--- config.mk ---
export PLATFORM = sky130hd
export DESIGN_NAME = router_pkt_tx
export DESIGN_NICKNAME = d
export VERILOG_FILES = /design/src/rtl/router_pkt_tx_pkg.sv /design/src/rtl/router_tx_buf.sv /design/src/rtl/router_pkt_tx.sv
export SDC_FILE = /design/constraint.sdc
export NUM_CORES = 1
export LEC_CHECK = 0
export ABC_AREA = 1
export BUFFER_PORTS_ARGS = -buffer_cell sky130_fd_sc_hd__buf_4
export CAP_MARGIN = 20
export CELL_PAD_IN_SITES_DETAIL_PLACEMENT = 0
export CELL_PAD_IN_SITES_GLOBAL_PLACEMENT = 1
export CORE_MARGIN = 8
export CORE_UTILIZATION = 46
export CTS_CLUSTER_SIZE = 10
export DETAILED_ROUTE_END_ITERATION = 12
export PLACE_DENSITY_LB_ADDON = 0.1
export SLEW_MARGIN = 15
export SYNTH_ARGS = -nofsm -noshare
export SYNTH_HDL_FRONTEND = slang
export SYNTH_SLANG_ARGS = --single-unit
--- constraint.sdc ---
create_clock -name clk -period 2.4 [get_ports clk]
set_input_delay 0.24 -clock clk [delete_from_list [all_inputs] [get_ports clk]]
set_output_delay 0.24 -clock clk [all_outputs]
set_load 0.03 [all_outputs]
--- src/rtl/router_pkt_tx_pkg.sv ---
// router_pkt_tx_pkg
// Shared definitions for the router packet transmitter: FSM state encoding,
// illegal-address constant, maximum payload length, payload buffer depth and
// the header-byte packing helper.
package router_pkt_tx_pkg;

  typedef enum logic [2:0] {
    S_IDLE,
    S_LOAD,
    S_HEADER,
    S_PAYLOAD,
    S_PARITY,
    S_ERRCHK,
    S_GAP
  } state_e;

  localparam logic [1:0] ADDR_ILLEGAL = 2'd3;
  localparam int         MAX_LEN      = 63;
  // One spare entry so the buffer is a power of two; entry 63 is never used.
  localparam int         BUF_DEPTH    = MAX_LEN + 1;

  // Header byte: payload length in the upper six bits, destination port below.
  function automatic logic [7:0] pack_hdr(input logic [5:0] len, input logic [1:0] addr);
    return {len, addr};
  endfunction

endpackage

--- src/rtl/router_tx_buf.sv ---
// router_tx_buf
// 64x8 payload buffer: synchronous write, combinational read.
// Ports:
//   clk      clock
//   we_i     write enable
//   waddr_i  write address (0..62)
//   wdata_i  write data
//   raddr_i  read address
//   rdata_o  read data, follows raddr_i combinationally
module router_tx_buf
  import router_pkt_tx_pkg::*;
(
  input  logic       clk,
  input  logic       we_i,
  input  logic [5:0] waddr_i,
  input  logic [7:0] wdata_i,
  input  logic [5:0] raddr_i,
  output logic [7:0] rdata_o
);

  logic [7:0] mem_q [BUF_DEPTH];

  always_ff @(posedge clk) begin
    if (we_i) begin
      mem_q[waddr_i] <= wdata_i;
    end
  end

  // Combinational read lets the transmitter register the byte for the
  // upcoming read index in the same cycle the index changes.
  assign rdata_o = mem_q[raddr_i];

endmodule

--- src/rtl/router_pkt_tx.sv ---
// router_pkt_tx
// Packet transmitter feeding the router input side. Accepts a request
// (addr, len), buffers len payload bytes from a local stream, then sends
// header {len,addr}, the payload and an XOR parity byte, stalling on busy.
// After parity it watches err for ERR_WAIT cycles, pulses done with tx_err,
// and holds off new requests for GAP cycles.
// Ports:
//   clk, rst            clock, synchronous active-high reset
//   start, addr, len    request strobe and fields (sampled when req_rdy=1)
//   req_rdy             idle, request can be accepted
//   pl_din, pl_vld      payload stream in; pl_rdy accepts a byte
//   busy, err           router stall and parity-error flag
//   pkt_vld, dout       byte to router (pkt_vld low on parity byte)
//   done, tx_err        completion pulse and error status
//   bad_req             pulse on illegal request
// All outputs are registered.
module router_pkt_tx
  import router_pkt_tx_pkg::*;
#(
  parameter int unsigned ERR_WAIT = 3,
  parameter int unsigned GAP      = 2
) (
  input  logic       clk,
  input  logic       rst,
  input  logic       start,
  input  logic [1:0] addr,
  input  logic [5:0] len,
  output logic       req_rdy,
  input  logic [7:0] pl_din,
  input  logic       pl_vld,
  output logic       pl_rdy,
  input  logic       busy,
  input  logic       err,
  output logic       pkt_vld,
  output logic [7:0] dout,
  output logic       done,
  output logic       tx_err,
  output logic       bad_req
);

  localparam logic [3:0] ERRCHK_LAST = 4'(ERR_WAIT - 1);
  localparam logic [3:0] GAP_LAST    = 4'(GAP - 1);

  state_e     state_q, state_d;
  logic [5:0] len_q, len_d;
  logic [7:0] hdr_q, hdr_d;
  logic [7:0] parity_q, parity_d;
  logic [5:0] wcnt_q, wcnt_d;
  logic [5:0] rcnt_q, rcnt_d;
  logic [3:0] ecnt_q, ecnt_d;
  logic [3:0] gcnt_q, gcnt_d;
  logic       err_seen_q, err_seen_d;

  logic       req_rdy_q, req_rdy_d;
  logic       pl_rdy_q, pl_rdy_d;
  logic       pkt_vld_q, pkt_vld_d;
  logic [7:0] dout_q, dout_d;
  logic       done_q, done_d;
  logic       tx_err_q, tx_err_d;
  logic       bad_req_q, bad_req_d;

  logic       buf_we;
  logic [7:0] buf_rdata;
  logic       pl_beat;

  assign pl_beat = pl_vld & pl_rdy_q;

  router_tx_buf u_buf (
    .clk     (clk),
    .we_i    (buf_we),
    .waddr_i (wcnt_q),
    .wdata_i (pl_din),
    .raddr_i (rcnt_d),
    .rdata_o (buf_rdata)
  );

  // Next-state and bookkeeping.
  always_comb begin
    state_d    = state_q;
    len_d      = len_q;
    hdr_d      = hdr_q;
    parity_d   = parity_q;
    wcnt_d     = wcnt_q;
    rcnt_d     = rcnt_q;
    ecnt_d     = ecnt_q;
    gcnt_d     = gcnt_q;
    err_seen_d = err_seen_q;
    buf_we     = 1'b0;
    done_d     = 1'b0;
    tx_err_d   = 1'b0;
    bad_req_d  = 1'b0;

    case (state_q)
      S_IDLE: begin
        if (start) begin
          if (addr == ADDR_ILLEGAL || len == 6'd0) begin
            bad_req_d = 1'b1;
          end else begin
            len_d    = len;
            hdr_d    = pack_hdr(len, addr);
            parity_d = pack_hdr(len, addr);
            wcnt_d   = 6'd0;
            state_d  = S_LOAD;
          end
        end
      end
      S_LOAD: begin
        if (pl_beat) begin
          buf_we   = 1'b1;
          parity_d = parity_q ^ pl_din;
          wcnt_d   = wcnt_q + 6'd1;
          if (wcnt_q == len_q - 6'd1) begin
            state_d = S_HEADER;
          end
        end
      end
      S_HEADER: begin
        if (!busy) begin
          rcnt_d  = 6'd0;
          state_d = S_PAYLOAD;
        end
      end
      S_PAYLOAD: begin
        if (!busy) begin
          // rcnt stops at len-1 so it never indexes past entry 62.
          if (rcnt_q == len_q - 6'd1) begin
            state_d = S_PARITY;
          end else begin
            rcnt_d = rcnt_q + 6'd1;
          end
        end
      end
      S_PARITY: begin
        if (!busy) begin
          ecnt_d     = 4'd0;
          err_seen_d = 1'b0;
          state_d    = S_ERRCHK;
        end
      end
      S_ERRCHK: begin
        err_seen_d = err_seen_q | err;
        ecnt_d     = ecnt_q + 4'd1;
        if (ecnt_q == ERRCHK_LAST) begin
          done_d   = 1'b1;
          tx_err_d = err_seen_q | err;
          gcnt_d   = 4'd0;
          state_d  = S_GAP;
        end
      end
      S_GAP: begin
        gcnt_d = gcnt_q + 4'd1;
        if (gcnt_q == GAP_LAST) begin
          state_d = S_IDLE;
        end
      end
      default: state_d = S_IDLE;
    endcase
  end

  // Registered outputs are decoded from the next state so they change on the
  // same edge as the state. Holding under busy falls out naturally because
  // state, rcnt and parity do not move.
  always_comb begin
    req_rdy_d = (state_d == S_IDLE);
    pl_rdy_d  = (state_d == S_LOAD);
    pkt_vld_d = (state_d == S_HEADER) || (state_d == S_PAYLOAD);
    case (state_d)
      S_HEADER:  dout_d = hdr_d;
      S_PAYLOAD: dout_d = buf_rdata;
      S_PARITY:  dout_d = parity_d;
      default:   dout_d = 8'd0;
    endcase
  end

  always_ff @(posedge clk) begin
    if (rst) begin
      state_q    <= S_IDLE;
      len_q      <= 6'd0;
      hdr_q      <= 8'd0;
      parity_q   <= 8'd0;
      wcnt_q     <= 6'd0;
      rcnt_q     <= 6'd0;
      ecnt_q     <= 4'd0;
      gcnt_q     <= 4'd0;
      err_seen_q <= 1'b0;
      req_rdy_q  <= 1'b1;
      pl_rdy_q   <= 1'b0;
      pkt_vld_q  <= 1'b0;
      dout_q     <= 8'd0;
      done_q     <= 1'b0;
      tx_err_q   <= 1'b0;
      bad_req_q  <= 1'b0;
    end else begin
      state_q    <= state_d;
      len_q      <= len_d;
      hdr_q      <= hdr_d;
      parity_q   <= parity_d;
      wcnt_q     <= wcnt_d;
      rcnt_q     <= rcnt_d;
      ecnt_q     <= ecnt_d;
      gcnt_q     <= gcnt_d;
      err_seen_q <= err_seen_d;
      req_rdy_q  <= req_rdy_d;
      pl_rdy_q   <= pl_rdy_d;
      pkt_vld_q  <= pkt_vld_d;
      dout_q     <= dout_d;
      done_q     <= done_d;
      tx_err_q   <= tx_err_d;
      bad_req_q  <= bad_req_d;
    end
  end

  assign req_rdy = req_rdy_q;
  assign pl_rdy  = pl_rdy_q;
  assign pkt_vld = pkt_vld_q;
  assign dout    = dout_q;
  assign done    = done_q;
  assign tx_err  = tx_err_q;
  assign bad_req = bad_req_q;

endmodule

==> impl_results.md <==
* Status: complete, but fails checks
* Failing checks: setup timing
* IO Pins at 36
* P&R area growth vs syn at 32.2%
* Routed Antenna Nets at 0
* Final Power at 20.7 mW
* Ant. Diodes at 0
* Setup Crit Path Kind: flop to flop
* IO Port Bufs at 35
* Final core occ at 0.613
* Yosys cell types at 40
* Post-Synth XOR/XNOR Area at 0.00180
* Final Hold Fails at 0
* Minimum clock period at 2.95 ns
* Worst Setup End Kind: flop
* RSZ-0062 raised after global routing: yes
* Final WL at 81700 um
* Largest net degree at the start of global routing at 65
* Vias per inst at 5.76
* Core area at 52400 sq um
* Commonest non-fill, non-tap cell in the layout: edfxtp_1
* HPWL Detailed at 46700 um
* Synth warn at 0
* Final worst path period share at 1.23
* Simple-gate portion of the synthesized area at 0.246
* Crit path max fanout at 7
* Worst Setup Start Kind: flop
* Largest family of logic cells by synthesized area: simple AND/OR/NAND/NOR gates
* Data arrival, critical path at 3.39 ns
* Grt total ovfl at 0
* Initial antenna violation count at 0
* Die Span Y at 246 um
* Skew-Pair Late Insertion Delay at 0.59 ns
* Initial Util at 0.463
* Fraction of registers with async set/reset at 0
* Top_reg_cell synth: edfxtp_1
* DRC viols at 0
* Max-cap viol count at 0
* Setup TNS at -4.44 ns
* Synthesized flop and latch total at 572
* Number of buffers created by CTS at 68
* Syn_nets at 2260
* Die W at 246 um
* Final setup fails at 10
* Clk slew on worst S/H paths at 0.06 ns
* Slew Viols, Final at 0
* Worst vdd ir at 0.572 mV
* Slew headroom at 0.419
* Die area at 60400 sq um
* Placed Cells at 3095
* Commonest cells after routing, fill and taps aside: edfxtp_1 (512), nand2_1 (473), nand3_1 (461), buf_4 (267), nand3_2 (154)
* Routed wire per std cell at 24.9 um
* Post-Synthesis Cells at 2231
* Syn Area/Cell at 10.9 sq um
* Max Clk Rate at 339 MHz
* Vias in the first global route at 17900
* 1st-iter DRT viols at 1975
* Post-synthesis mux area share at 0
* Cell leakage power at 12.0 nW
* Final worst slack at -0.550 ns
* GRT Overall Usage at 0.249
* Gpl congestion at 0.869
* Number of detailed-route iterations in the first pass at 8
* CTS tree: built
* Register area share after synthesis at 0.682
* # rows at 84
* Non-filler cells, final at 3278
* Actual slew at the worst max-slew pin at 0.871 ns
* Post-synth EDFFs at 512
* Post-Syn Area at 24300 sq um
* Share of cells above drive strength 1 at 0.276
* Via count at 18900
* Clock buffer depth at 3
* Hold Path Class: primary input to flop
* Root buffer cell: clkbuf_16
* Final #Nets at 2586
* Synth Area in Adders at 0.00360
* Clk_skew at 0.0152 ns
* Critical Path RT at 2.84 ns
* First-pass GRT wire length at 112000 um
* Htree depth at 3
* PwrDens at 646 nW/um^2
* Clock sinks at 572
* Complex-gate fraction of the synthesized area at 0.0195
## path summary, 6_finish.rpt
path / to / startpoint / slack (ns) / cells after the start
worst max-delay path: dout[3] / len_q[1] / -0.55 / 23
worst min-delay path: parity_q[0] / addr[0] / 0.04 / 5
worst max register to register: dout[3] / len_q[1] / -0.55 / 23
worst min register to register: ecnt_q[3] / ecnt_q[3] / 0.47 / 1
## synthesized netlist by cell type (2+ instances only)
library cell	number	area share
nand3_1	649	0.13
edfxtp_1	512	0.63
nand2_1	490	0.076
nor2_1	117	0.018
inv_1	105	0.016
buf_2	93	0.019
dfxtp_1	60	0.049
a21oi_1	37	0.0076
nand3b_1	24	0.0074
buf_4	18	0.0056
o31ai_1	16	0.0049
o21ai_0	15	0.0031
clkbuf_1	14	0.0022
inv_2	10	0.0015
nor3_1	10	0.0021
ha_1	7	0.0036
nor2_2	6	0.0015
clkinv_1	5	0.00077
nand2_2	5	0.0013
nand4_1	5	0.0013
a211oi_1	4	0.0012
buf_6	3	0.0014
o21ai_2	3	0.0011
xor2_1	3	0.0011
nand3_2	2	0.00082
o21a_1	2	0.00062
or2_2	2	0.00051
xnor2_1	2	0.00072
## cell type report
cell class | instances | area (sq um)
clock buffer | 99 | 1890
sequential | 572 | 16600
multi-input combinational | 1411 | 8020
timing repair inverter | 2 | 22.5
clock inverter | 4 | 21.3
timing repair buffer | 382 | 4250
inverter | 120 | 483
fill | 4183 | 20300
tap | 688 | 861
## where the power goes
group	switching (mW)	total, mW	internal (mW)
registers	0.0206	10.9	10.9
logic	0.431	0.623	0.192
clock network	3.84	9.23	5.39
## sequential cells by signal, indices dropped and copies added, names as in the netlist
signal and flops:
tx_err 1, dout 8, pl_rdy 1, err_seen_q 1, bad_req 1, rcnt_q 6
wcnt_q 6, ecnt_q 4, len_q 6, req_rdy 1, state_q 3, hdr_q 8
pkt_vld 1, gcnt_q 4, u_buf.mem_q 512, done 1, parity_q 8
## metrics by stage
stage	setup WS (ns)	instance area [sq um]	hold slack (ns)
global route	-0.665	32100	0.0681
global placement	-0.799	27300	0.450
CTS	-0.580	30200	0.0322
finish	-0.550	32100	0.0394
floorplan	0.00251	24300	0.339
detailed placement	-0.774	27300	0.469
## worst max-delay path, cell delays in order (launching register included)
cell and delay, ns:
dfxtp_2 0.32, buf_4 0.14, nor2_4 0.17, nand2_2 0.07, nand2_1 0.08, nand2_2 0.06, nor2_2 0.09, nor2_2 0.06
nand3_4 0.13, nand2_4 0.09, nor2_4 0.13, nand2_4 0.08, buf_4 0.15, o21ai_4 0.16, buf_12 0.15, buf_16 0.16
buf_4 0.14, nand3_2 0.12, nand3_2 0.13, nand3_4 0.11, nand3_2 0.09, nand2_2 0.05, nand2_1 0.06, a21oi_1 0.06
## routing by layer
layer  vias to the layer above  track usage  wire, um
met5                         -            0         0
met2                       854        0.414     39400
met1                      9345        0.328     33100
li1                       8530            -         -
met4                         0       0.0923      2970
met3                       146       0.0369      6260
## cell families (layout without fill, tap and decap cells)
family	after synthesis	after routing
xor+xnor	5	5
buf+inv	249	607
simple gates	1318	1319
compound gates	80	80
flops	572	572
fa+ha+maj	7	7
## repair_timing
action                                  CTS  global route
endpoints found under the setup margin   10            19
resized for setup                       115           240
hold buffers                              7             0
setup buffers                            14            27
gates cloned                              8            26
pin swaps                                27            76
endpoints found under the hold margin    17             0
Note: power is estimated with default switching activity, not from simulation.
